$ cat config.mk
export PLATFORM = sky130hd
export DESIGN_NAME = fancy_counter
export DESIGN_NICKNAME = d
export VERILOG_FILES = /design/src/rtl/fancy_counter.sv
export SDC_FILE = /design/constraint.sdc
export NUM_CORES = 1
export LEC_CHECK = 0
export ABC_CLOCK_PERIOD_IN_PS = 2500
export CAP_MARGIN = 0
export CORE_MARGIN = 3
export CORE_UTILIZATION = 50
export DETAILED_ROUTE_END_ITERATION = 7
export GPL_TIMING_DRIVEN = 0
export PLACE_DENSITY = 0.87
export SLEW_MARGIN = 25
export SYNTH_ARGS = -nofsm -noshare
export SYNTH_HDL_FRONTEND = slang
export SYNTH_SLANG_ARGS = --single-unit
$ cat constraint.sdc
create_clock -name clk -period 2.5 [get_ports clk]
set_clock_uncertainty 0.15 [all_clocks]
set_input_delay 0.25 -clock clk [delete_from_list [all_inputs] [get_ports clk]]
set_output_delay 0.25 -clock clk [all_outputs]
set_load 0.02 [all_outputs]
$ cat src/rtl/fancy_counter.sv
// fancy_counter
// 16-bit enabled up-counter with a one-step history register and a
// combinational "fancy" output built from the current and previous count.
//
// Ports:
//   clk        in   1   rising-edge clock
//   nreset     in   1   synchronous active-low reset, priority over en
//   en         in   1   count enable
//   data       out  16  current count (register output)
//   fancy_data out  16  combinational function of count and history
//
// Optional build macro:
//   FANCY_COUNTER_ASSERT_EN  enables simulation-only assertions
module fancy_counter (
    input  logic        clk,
    input  logic        nreset,
    input  logic        en,
    output logic [15:0] data,
    output logic [15:0] fancy_data
);

    localparam int unsigned W = 16;

    localparam logic [W-1:0] FANCY_AT_0  = W'(17);
    localparam logic [W-1:0] FANCY_AT_1  = W'(1287);
    localparam logic [W-1:0] FANCY_AT_17 = W'(2137);

    logic [W-1:0] r_cnt;
    logic [W-1:0] r_delayed;
    logic [W-1:0] w_fancy;

    // Counter and history; history captures the pre-increment count
    always_ff @(posedge clk) begin
        if (!nreset) begin
            r_cnt     <= '0;
            r_delayed <= '0;
        end else if (en) begin
            r_cnt     <= W'(r_cnt + W'(1));
            r_delayed <= r_cnt;
        end
    end

    // Constant overrides keyed on the count only, else XOR-add with carry dropped
    always_comb begin
        w_fancy = W'((r_delayed ^ r_cnt) + r_cnt);
        if (r_cnt == W'(0)) begin
            w_fancy = FANCY_AT_0;
        end else if (r_cnt == W'(1)) begin
            w_fancy = FANCY_AT_1;
        end else if (r_cnt == W'(17)) begin
            w_fancy = FANCY_AT_17;
        end
    end

    assign data       = r_cnt;
    assign fancy_data = w_fancy;

`ifdef FANCY_COUNTER_ASSERT_EN
    logic r_seen_reset;

    // Marks that reset has been applied so X checks do not fire at power-up
    always_ff @(posedge clk) begin
        if (!nreset) begin
            r_seen_reset <= 1'b1;
        end
    end

    a_step: assert property (@(posedge clk)
        (nreset && en) |=> (r_cnt == W'(r_delayed + W'(1))));

    a_reset: assert property (@(posedge clk)
        (!nreset) |=> (r_cnt == '0 && r_delayed == '0));

    a_no_x: assert property (@(posedge clk)
        (r_seen_reset === 1'b1) |-> !$isunknown(fancy_data));
`endif

endmodule

==> impl_metrics.py <==
metrics = {
    "synth": {
        "async_reset_ff_frac": 0,
        "synth-main-ff-cell": "dfxtp_1",
        "syn_inst": 317,
        "synth-seq-area-share": 0.2464,
        "synth_top_area_share": 0.2464,
        "synth_edf_count": 0,
        "synth-seq-cells": 32,
        "synth.area.top_cells": "dfxtp_1, mux2i_1, xnor2_1",
        "syn_nets": 337,
        "synth_area_per_cell_um2": 8.202,
        "syn_area_um2": 2600,
        "synth_area_leader_cell": "dfxtp_1",
        "ys_warn_count": 0,
        "synth.distinct_cells": 47,
    },
    "floorplanning": {
        "die-width_um": 78.11,
        "dieArea_um2": 6101,
        "io_pins": 35,
        "core-area_um2": 4880,
        "die_h_um": 78.11,
        "num_rows": 25,
        "start_util": 0.5328,
    },
    "power_and_ir_drop": {
        "ir_worst_vdd_mv": 0.2542,
        "p_per_area_nw_per_um2": 305.4,
        "p_leak_nw": 1.611,
    },
    "layout": {
        "antenna_cells": 0,
        "final_util": 0.8310,
        "fill_cells": 265,
        "layout.nets": 418,
        "final_cells": 466,
        "final_common_cell": "buf_4",
        "syn2layout_area_growth_pct": 55.97,
        "layout_common_cells": "buf_4, mux2i_1, nand2_1",
        "layout-drive-gt1-share": 0.4461,
    },
    "global_route": {
        "overflow": 0,
        "grt_max_degree": 11,
        "grt_use_total": 0.3048,
        "grt_pass1_vias": 2827,
        "grt_pass1_wl_um": 14550,
        "antenna_found_initial": 0,
    },
    "status": {
        "status": "finished with violations",
        "violations": "setup timing",
    },
    "cts": {
        "postCtsHoldBufs": 0,
        "cts_tree": "built",
        "clkLatencyLatePin_ns": 0.30,
        "cts.path.max_buffers": 2,
        "clock-root-buffer": "clkbuf_8",
        "clk_pin_slew_ns": 0.08,
        "htreeDepth": 2,
        "cts_inserted_buffers": 5,
        "cts_sinks": 32,
    },
    "placed_design": {
        "dp_cells": 418,
        "place_hpwl_um": 4741,
        "place_congestion": 0.8997,
        "portBuffers": 34,
    },
    "setup_path": {
        "r2r_cells": 7,
        "reg2reg_from": "data[8]$_SDFFE_PN0P_",
        "arrival_ns": 2.53,
        "crit_top_cell": "buf_6",
        "critPathKind": "reg -> out",
        "required_ns": 2.10,
        "rr_endpoint": "data[13]$_SDFFE_PN0P_",
        "worstPathCellList": "inv_1, ha_4, xor2_4, or2b_1, buf_6, o211a_4, o21a_1, o31a_1, nor2_2, buf_6",
        "worstSetupEndpointType": "primary output",
        "worst-path-max-fanout": 3,
        "slowest_delay_ns": 0.32,
        "slowest_stage": "dfxtp_2",
        "start_kind": "flop",
        "rrSetupSlack_ns": 0.12,
    },
    "drt": {
        "routed_wl_um": 10490,
        "antenna_left": 0,
        "wire_per_inst_um": 22.51,
        "drt-pass1-iter-count": 6,
        "drcViolationCount": 0,
        "viasPerCell": 6.382,
        "num_vias": 2974,
        "drt_iter0_markers": 407,
    },
    "timing": {
        "post-route-min-period_ns": 2.935,
        "max_freq_mhz": 340.7,
        "worst_slew_pin_slew_ns": 0.6574,
        "slew-limit-headroom": 0.5617,
        "setup_viol": 15,
        "rsz0062_at_grt": "true",
        "fin_crit_sh": 1.174,
        "hold_viol_final": 0,
        "maxSlewViolCount": 0,
        "setup_ws_ns": -0.4349,
    },
    "hold_path": {
        "worstHoldPathCells": 2,
        "hp-start": "r_delayed[0]$_SDFFE_PN0P_",
        "hold_class": "reg -> reg",
        "hold-path-endpoint": "r_delayed[0]$_SDFFE_PN0P_",
    },
    "run": {
        "cap_viol_max_count": 0,
    },
}
[worst max-delay path: cells and delay by family (launching register included)]
| family | cells | cell delay (ns) |
|---|---|---|
| AO/OA/AOI/OAI | 3 | 0.70 |
| AND/OR/NAND/NOR | 2 | 0.42 |
| buffers and inverters | 3 | 0.39 |
| flip-flops | 1 | 0.32 |
| adder cells (fa/ha/maj) | 1 | 0.23 |
| XOR/XNOR | 1 | 0.18 |
[layout make-up]
| cell class | instances | area (um^2) | area share |
|---|---|---|---|
| Buffer | 16 | 152.6 | 0.03764 |
| Multi-Input combinational cell | 248 | 2315 | 0.5708 |
| Tap cell | 67 | 83.83 | 0.02067 |
| Inverter | 20 | 75.07 | 0.01851 |
| Clock inverter | 2 | 10.01 | 0.002468 |
| Timing Repair Buffer | 75 | 643.1 | 0.1586 |
| Sequential cell | 32 | 693.2 | 0.1709 |
| Clock buffer | 6 | 82.58 | 0.02036 |
[state kept, by name (all words and copies together), names as in the netlist]
name / count
data: 16
r_delayed: 16
[Yosys cell counts, types with 8 or more instances]
master and n:
a21oi_1 8, and2_1 19, ha_1 17, nor2b_1 17, nor3_1 13, nand2_1 22, xnor2_1 27, buf_2 8
nor2_1 19, xor2_1 11, nand3_1 10, inv_1 20, mux2i_1 28, dfxtp_1 32
[metal layers]
metal / track usage / wire, um / vias to the layer above / share of wire
li1: - / - / 1245 / -
met1: 0.3463 / 3790 / 1405 / 0.36
met2: 0.5360 / 5067 / 239 / 0.48
met3: 0.06193 / 958 / 85 / 0.091
met4: 0.1591 / 672 / 0 / 0.064
met5: 0 / 0 / - / 0
[timing repair]
action / CTS / global route
buffers inserted: 37 / 5
pin swaps: 29 / 19
endpoints found under the setup margin: 16 / 16
resized for setup: 186 / 26
[logic make-up after synthesis]
group	count (synthesis)	synth area share
xor+xnor	39	0.1343
simple gates	127	0.2589
mux	33	0.1295
flops	32	0.2464
fa+ha+maj	17	0.08181
compound gates	32	0.08759
buf+inv	37	0.06160
[through the flow]
stage	TNS, ns	area [um^2]	worst slack [ns]	power (W)	hold slack (ns)
3_5_place_dp	-9.125	3083	-0.9020	0.0007283	0.3617
3_3_place_gp	-8.510	3083	-0.8385	0.0007242	0.3468
2_1_floorplan	-0.01527	2659	-0.01527	0.0006614	0.2282
5_1_grt	-5.020	4055	-0.4661	0.001263	0.4031
6_report	-4.122	4055	-0.4349	0.001239	0.3793
4_1_cts	-2.139	3920	-0.3551	0.001187	0.3810
[worst max-delay path by stage]
stage	startpoint	endpoint	slack (ns)	cells after the start
3_5_place_dp	data[9]$_SDFFE_PN0P_	fancy_data[15]	-0.90	8
4_1_cts	data[5]$_SDFFE_PN0P_	fancy_data[10]	-0.36	8
6_report	r_delayed[4]$_SDFFE_PN0P_	fancy_data[8]	-0.43	10
2_1_floorplan	r_delayed[3]$_SDFFE_PN0P_	fancy_data[10]	-0.02	8
3_3_place_gp	data[9]$_SDFFE_PN0P_	fancy_data[15]	-0.84	8
5_1_grt	r_delayed[4]$_SDFFE_PN0P_	fancy_data[8]	-0.47	10
[power breakdown]
| group | internal (W) | switching [W] |
|---|---|---|
| sequential | 0.000507 | 0.00000722 |
| combinational | 0.000124 | 0.000157 |
| clock | 0.000220 | 0.000223 |
Note: power is estimated with default switching activity, not from simulation.
